==> src/rtl/reaction_timer.sv <==
// reaction_timer: arms on a start press, lights "go" after a pseudo-random delay,
// then measures the hit reaction in BCD milliseconds (early-press and 9999 saturation handling).
module reaction_timer #(
    parameter int CLK_FREQ     = 12_000_000,
    parameter int MIN_DELAY_MS = 1000
) (
    input  logic        clk,
    input  logic        rst_n,
    input  logic        btn_start,
    input  logic        btn_hit,
    output logic        led_go,
    output logic        led_early,
    output logic        busy,
    output logic [15:0] result_bcd,
    output logic        result_valid,
    output logic        timeout
);
    localparam int MS_DIV = CLK_FREQ / 1000;
    localparam int PW     = $clog2(MS_DIV);

    typedef enum logic [2:0] {IDLE, WAIT, GO, DONE, EARLY} state_t;

    state_t        state_q, state_d;
    logic          prev_start_q, prev_hit_q;
    logic [15:0]   lfsr_q;
    logic [PW-1:0] pre_q, pre_d;
    logic [13:0]   delay_q, delay_d, dcnt_q, dcnt_d;
    logic [15:0]   res_q, res_d, res_inc;
    logic          tmo_q, tmo_d, valid_q, go_q, early_q, busy_q;
    logic          start_e, hit_e, tick, carry;

    assign start_e = btn_start & ~prev_start_q;
    assign hit_e   = btn_hit & ~prev_hit_q;
    assign tick    = pre_q == PW'(MS_DIV - 1);

    always_comb begin
        res_inc = res_q;
        carry   = 1'b1;
        for (int i = 0; i < 4; i++) begin
            res_inc[4*i +: 4] = carry ? (res_q[4*i +: 4] == 4'd9 ? 4'd0 : res_q[4*i +: 4] + 4'd1)
                                      : res_q[4*i +: 4];
            carry = carry & (res_q[4*i +: 4] == 4'd9);
        end
    end

    always_comb begin
        state_d = state_q;
        pre_d   = tick ? '0 : pre_q + PW'(1);
        delay_d = delay_q;
        dcnt_d  = dcnt_q;
        res_d   = res_q;
        tmo_d   = tmo_q;
        case (state_q)
            IDLE, DONE, EARLY: begin
                if (start_e) begin
                    state_d = WAIT;
                    delay_d = 14'(MIN_DELAY_MS) + 14'(lfsr_q[10:0]);
                    dcnt_d  = '0;
                    pre_d   = '0;
                    tmo_d   = 1'b0;
                end
            end
            WAIT: begin
                if (hit_e) begin
                    state_d = EARLY;
                    res_d   = '0;
                end else if (tick) begin
                    dcnt_d = dcnt_q + 14'd1;
                    // >= so a zero-length delay still leaves WAIT after one ms
                    if (dcnt_d >= delay_q) begin
                        state_d = GO;
                        res_d   = '0;
                        pre_d   = '0;
                    end
                end
            end
            GO: begin
                if (hit_e) state_d = DONE;
                else if (tick) begin
                    if (res_q == 16'h9999) begin
                        state_d = DONE;
                        tmo_d   = 1'b1;
                    end else res_d = res_inc;
                end
            end
            default: state_d = IDLE;
        endcase
    end

    always_ff @(posedge clk or negedge rst_n) begin
        if (!rst_n) begin
            state_q      <= IDLE;
            prev_start_q <= 1'b1;
            prev_hit_q   <= 1'b1;
            lfsr_q       <= 16'hACE1;
            pre_q        <= '0;
            delay_q      <= '0;
            dcnt_q       <= '0;
            res_q        <= '0;
            tmo_q        <= 1'b0;
            valid_q      <= 1'b0;
            go_q         <= 1'b0;
            early_q      <= 1'b0;
            busy_q       <= 1'b0;
        end else begin
            state_q      <= state_d;
            prev_start_q <= btn_start;
            prev_hit_q   <= btn_hit;
            lfsr_q       <= {lfsr_q[14:0], lfsr_q[15] ^ lfsr_q[13] ^ lfsr_q[12] ^ lfsr_q[10]};
            pre_q        <= pre_d;
            delay_q      <= delay_d;
            dcnt_q       <= dcnt_d;
            res_q        <= res_d;
            tmo_q        <= tmo_d;
            valid_q      <= state_d == DONE && state_q != DONE;
            go_q         <= state_d == GO;
            early_q      <= state_d == EARLY;
            busy_q       <= state_d == WAIT || state_d == GO;
        end
    end

    assign led_go       = go_q;
    assign led_early    = early_q;
    assign busy         = busy_q;
    assign result_bcd   = res_q;
    assign result_valid = valid_q;
    assign timeout      = tmo_q;
endmodule
==> config.mk <==
export PLATFORM = sky130hd
export DESIGN_NAME = reaction_timer
export DESIGN_NICKNAME = d
export VERILOG_FILES = /design/src/rtl/reaction_timer.sv
export SDC_FILE = /design/constraint.sdc
export NUM_CORES = 1
export LEC_CHECK = 0
export CAP_MARGIN = 30
export CORE_AREA = 2 2 140 142
export CTS_BUF_LIST = sky130_fd_sc_hd__clkbuf_4 sky130_fd_sc_hd__clkbuf_8
export DETAILED_ROUTE_END_ITERATION = 7
export DIE_AREA = 0 0 142 144
export GPL_ROUTABILITY_DRIVEN = 0
export PLACE_DENSITY = 0.44
export SYNTH_ARGS = -nofsm -noshare
export SYNTH_HDL_FRONTEND = slang
export SYNTH_SLANG_ARGS = --single-unit
==> constraint.sdc <==
create_clock -name clk -period 3.3 [get_ports clk]
set_clock_uncertainty 0.2 [all_clocks]
set_input_delay 0.33 -clock clk [delete_from_list [all_inputs] [get_ports clk]]
set_output_delay 0.33 -clock clk [all_outputs]
set_load 0.01 [all_outputs]
Yosys cells after proc, flatten, opt, wreduce, memory -nomap -nowiden
Index checks and enable logic that the tools add are counted.
{"block": "classes", "shifts": 0, "n_reduce_logical": 14, "n_bitwise": 9, "n_lt_le_gt_ge": 1, "add_sub_neg": 7, "multipliers": 0, "div": 0, "n_eq_ne": 27, "n_mux": 37}
{"op": "14-bit 2-to-1 mux", "count": 8}
{"op": "16-bit 2-to-1 mux", "count": 6}
{"op": "14-bit case mux with 2 select lines", "count": 2}
{"op": "16-bit case mux with 2 select lines", "count": 1}
{"op": "14-bit by 1-bit adder with 14-bit output (second input constant)", "count": 2}
{"op": "4-bit 2-to-1 mux", "count": 7}
{"op": "3-bit 2-to-1 mux", "count": 7}
{"op": "7-bit AND reduction", "count": 3}
{"op": "2-bit inequality test (second input constant)", "count": 10}
{"op": "4-bit by 1-bit adder with 4-bit output (second input constant)", "count": 4}
{"op": "16-bit equality test (second input constant)", "count": 1}
{"op": "4-bit equality test (second input constant)", "count": 4}
{"op": "14-bit equality test (second input constant)", "count": 1}
{"op": "14-bit >= comparator", "count": 1}
{"op": "10-bit by 11-bit adder with 12-bit output (first input constant)", "count": 1}
{"op": "3-bit by 2-bit equality test with 1-bit output (second input constant)", "count": 4}
{"op": "3-bit case mux with 3 select lines", "count": 1}
{"op": "3-bit by 1-bit equality test with 1-bit output (second input constant)", "count": 2}
{"op": "3-bit equality test (second input constant)", "count": 2}
{"op": "3-bit inequality test (second input constant)", "count": 2}
{"op": "6-bit AND reduction", "count": 1}
{"op": "2-bit nonzero test", "count": 3}
{"op": "5-bit AND reduction", "count": 1}
{"op": "1-bit AND", "count": 4}
{"op": "other kinds (11)", "count": 17}
{"block": "totals", "inputBits": 4, "output_inout_bits": 21, "ff_bits": 84, "romBits": 0, "ramBits": 0, "latchBits": 0, "mem_count": 0, "wordCells": 111}

Logic depth before layout (Yosys ltp)
{"block": "depth", "depth_word": 8, "depth_mapped": 12}

Worst setup path before layout
No wires, ideal clock.
{"block": "synth_path", "path_kind": "register to register", "from": "register dcnt_q[0]", "to": "register res_q[12] (netlist: result_bcd[12])", "required_time_ns": 2.975, "stages_incl_launch_ff": 13, "path_buffers": 0, "synth_period_minus_slack_ns": 3.263, "setup_ns": 0.125, "slack_ns": 0.037, "t_arrival_ns": 2.938, "path_cell_list": "dfrtp_1 -> ha_1 -> nand3_1 -> nor2_1 -> nand3_1 -> xnor2_1 -> ha_1 -> nand3_1 -> o221ai_1 -> a21o_1 -> a211oi_4 -> a21oi_1 -> mux2_2"}
{"block": "synth_between", "elab_chain_len": 4}
{"item": "start: declaration", "line": "27", "rtl": "logic [13:0] delay_q, delay_d, dcnt_q, dcnt_d;"}
{"item": "start signal: assignment", "line": "112", "rtl": "dcnt_q <= dcnt_d;"}
{"item": "14-bit by 1-bit adder with 14-bit output", "line": "68", "rtl": "dcnt_d = dcnt_q + 14'd1;"}
{"item": "14-bit >= comparator", "line": "70", "rtl": "if (dcnt_d >= delay_q) begin"}
{"item": "3-bit inequality test (no source line)"}
{"item": "7-bit AND reduction (no source line)"}
{"item": "end signal: assignment", "line": "113", "rtl": "res_q <= res_d;"}
{"item": "end: declaration", "line": "28", "rtl": "logic [15:0] res_q, res_d, res_inc;"}
Every way passes these cells.
A chain may end at the register's enable or synchronous reset.

Final worst setup path
{"block": "layout_path", "from": "register dcnt_q[3]", "to": "register res_q[9] (netlist: result_bcd[9])"}
The elaborated chain is that of the path after synthesis.

==> metrics.yaml <==
busiest_layer: "met2"
synth.ff_latch_count: 82
met2_usage: 0.1576
maxCapViolCount: 0
grtUsageMet1: 0.1265
ir_drop_mv: 0.2600
min_path_type: "flip-flop to flip-flop"
grt_pass1_vias: 3195
status: "completed"
drive_gt1_frac: 0.1507
maxSlewViolCount: 0
worst_path_max_delay_cell: "dfrtp_1"
antenna_cells: 0
route.detailed.drc: 0
grt_usage: 0.09748
place_area_um2: 4865
p_clk_frac: 0.325
fmax_ghz: 0.3218
power_leakage_nw: 2.251
synth_edf_count: 0
cp_data_required_time_ns: 3.34
crit_type: "flip-flop to flip-flop"
synthCells: 415
cpLargestDelayFamily: "compound AO/OA/AOI/OAI gates"
p_sw_mw: 0.7522
cts_root_buf: "clkbuf_8"
relSlewSlack: 0.6361
cts_buffers: 9
grt_overflow: 0
hold_ws_ns: 0.1599
total_power_mw: 2.502
cp-start-kind: "flip-flop"
pwr-share-seq: 0.478
tightest_slew_ns: 0.5452
cts.clk_slew.worst_paths_ns: 0.09
grt_max_degree: 59
ioPinCount: 25
dp_slack_ns: 0.01935
yosys_warnings: 0
die_h_um: 144
hold_viol: 0
finalNonFillerCells: 696
crit_top_cell: "a211oi_4"
sw_frac_of_total: 0.3007
synthArstFlopShare: 1.000
slowest_delay_ns: 0.40
setup_viol: 0
synth_top_cells_by_count: "dfrtp_1, nor2_1, nand2_1"
clock_latency_ns: 0.37
wl_mm: 9.106
yosysTopAreaCell: "dfrtp_1"
cts_tree: "done"
core_um2: 19080
synth_area_leaders: "dfrtp_1, ha_1, dfstp_2, nor2_1, xor2_1"
path_max_fanout: 8
yosys.area.top_type_share: 0.4225
worstSetupEndpointType: "flip-flop"
num-nets-final: 480
pwr-share-comb: 0.197
antenna_found_initial: 0
wl_per_cell_um: 13.08
clock_sinks: 82
final_cell_area_um2: 5141
post-dp-hpwl_mm: 6.446
rows: 51
intPower_mw: 1.749
grt_first_pass_wirelength_mm: 15.84
synth_ff_type: "dfrtp_1"
fin_ws_ns: 0.1926
fin_crit_sh: 0.9416
cts_buffer_depth: 2
dr_total_vias: 3113
syn_nets: 442
htree_levels: 3
arrival_ns: 3.15
dr.pass1.iters: 4
syn_to_final_growth_pct: 20.57
initial_core_util: 0.2235
die_area_um2: 20450
postRouteAntennaNets: 0
worst-path-buf-inv: 1
post-place-cells: 677
dieWidth_um: 142
met3_usage: 0.03179
timing.final.crit_period_ns: 3.107
synth.distinct_cells: 56
portBuffers: 24
path_cells: "and4_2 > and2_4 > nand3_1 > xnor2_2 > ha_1 > a21oi_1 > o221ai_1 > a21o_1 > a211oi_4 > buf_12 > a211oi_4 > mux2_1"
power.density_nw_per_um2: 486.6
ys_seq_area_frac: 0.4842
syn-cell-area_um2: 4264
drt_iter0_markers: 245
viasPerCell: 4.473
yosysMostFrequentCell: "dfrtp_1"
synth_area_per_cell_um2: 10.27
==> cells in the final DEF (no fill, tap or decap), drive strengths merged, types with 7 or more instances in the layout <==
master / instances
xnor2: 14
xor2: 17
nand2: 26
mux2: 10
o21ai: 24
clkdlybuf4s50: 23
nand4: 7
a21oi: 19
clkbuf: 10
dfrtp: 72
inv: 23
ha: 23
and2: 7
buf: 14
dfstp: 10
nand3: 22
nor2: 43
a31oi: 7
==> worst reg2reg max path: stages (launching register included) <==
cell and delay [ns]:
dfrtp_1 0.40, and4_2 0.31, and2_4 0.18, nand3_1 0.12, xnor2_2 0.17, ha_1 0.29, a21oi_1 0.13, o221ai_1 0.13
a21o_1 0.20, a211oi_4 0.27, buf_12 0.17, a211oi_4 0.07, mux2_1 0.34
==> power by group through the flow <==
stage          registers (mW)  logic, mW  clock network [mW]
4_1_cts                  1.20      0.493               0.863
3_3_place_gp             1.21      0.480                   0
2_1_floorplan            1.18      0.318                   0
6_report                 1.20      0.492               0.814
5_1_grt                  1.21      0.558               0.912
3_5_place_dp             1.21      0.488                   0
==> metal layers <==
metal,routed length (µm),up-vias
met4,108,0
met3,298,8
met5,0,-
met2,4337,33
li1,-,1538
met1,4362,1534
==> per-stage QoR <==
step                      setup TNS, ns  utilization
after floorplan                       0            -
after global placement                0       0.2535
after CTS                             0       0.2672
after global routing          -0.001197       0.2695
after detailed placement              0       0.2550
final                                 0       0.2695
==> cells by family after synthesis <==
logic type | after synthesis | share of synthesized area
buffers and inverters | 34 | 0.03198
XOR/XNOR | 31 | 0.06367
AND/OR/NAND/NOR | 151 | 0.1887
AO/OA/AOI/OAI | 80 | 0.1282
multiplexers | 14 | 0.03580
flip-flops | 82 | 0.4842
adder cells (fa/ha/maj) | 23 | 0.06749
==> repair_timing <==
action	4_1_cts	5_1_grt
resized for setup	1	8
setup buffers	0	2
pin swaps	0	2
hold buffers	1	0
endpoints found under the hold margin	24	0
setup endpoints to repair	3	12
==> state kept, by name, indices dropped and copies added, names as in the netlist <==
register and flops:
lfsr_q 16, result_bcd 16, dcnt_q 14, pre_q 14, delay_q 12, state_q 3
busy 1, led_early 1, led_go 1, prev_hit_q 1, prev_start_q 1, result_valid 1
timeout 1
==> layout make-up <==
class | count | area (µm²)
clock buffer | 10 | 131.4
inverter | 23 | 86.33
multi-input combinational | 299 | 2091
tap | 238 | 297.8
fill | 1998 | 13940
clock inverter | 6 | 91.34
timing repair buffer | 38 | 377.9
sequential | 82 | 2066
==> worst paths after layout <==
kind,from,to,slack [ns],cells past startpoint
min reg2reg,lfsr_q[14]$_DFF_PN0_,lfsr_q[15]$_DFF_PN1_,0.16,0
min,lfsr_q[14]$_DFF_PN0_,lfsr_q[15]$_DFF_PN1_,0.16,0
max,dcnt_q[3]$_DFFE_PN0P_,result_bcd[9]$_DFFE_PN0P_,0.19,12
max reg2reg,dcnt_q[3]$_DFFE_PN0P_,result_bcd[9]$_DFFE_PN0P_,0.19,12
max in group asynchronous,rst_n,lfsr_q[13]$_DFF_PN1_,2.05,3
min in group asynchronous,rst_n,result_bcd[11]$_DFFE_PN0P_,0.21,2
No activity file was read; power rests on OpenSTA's default activity.
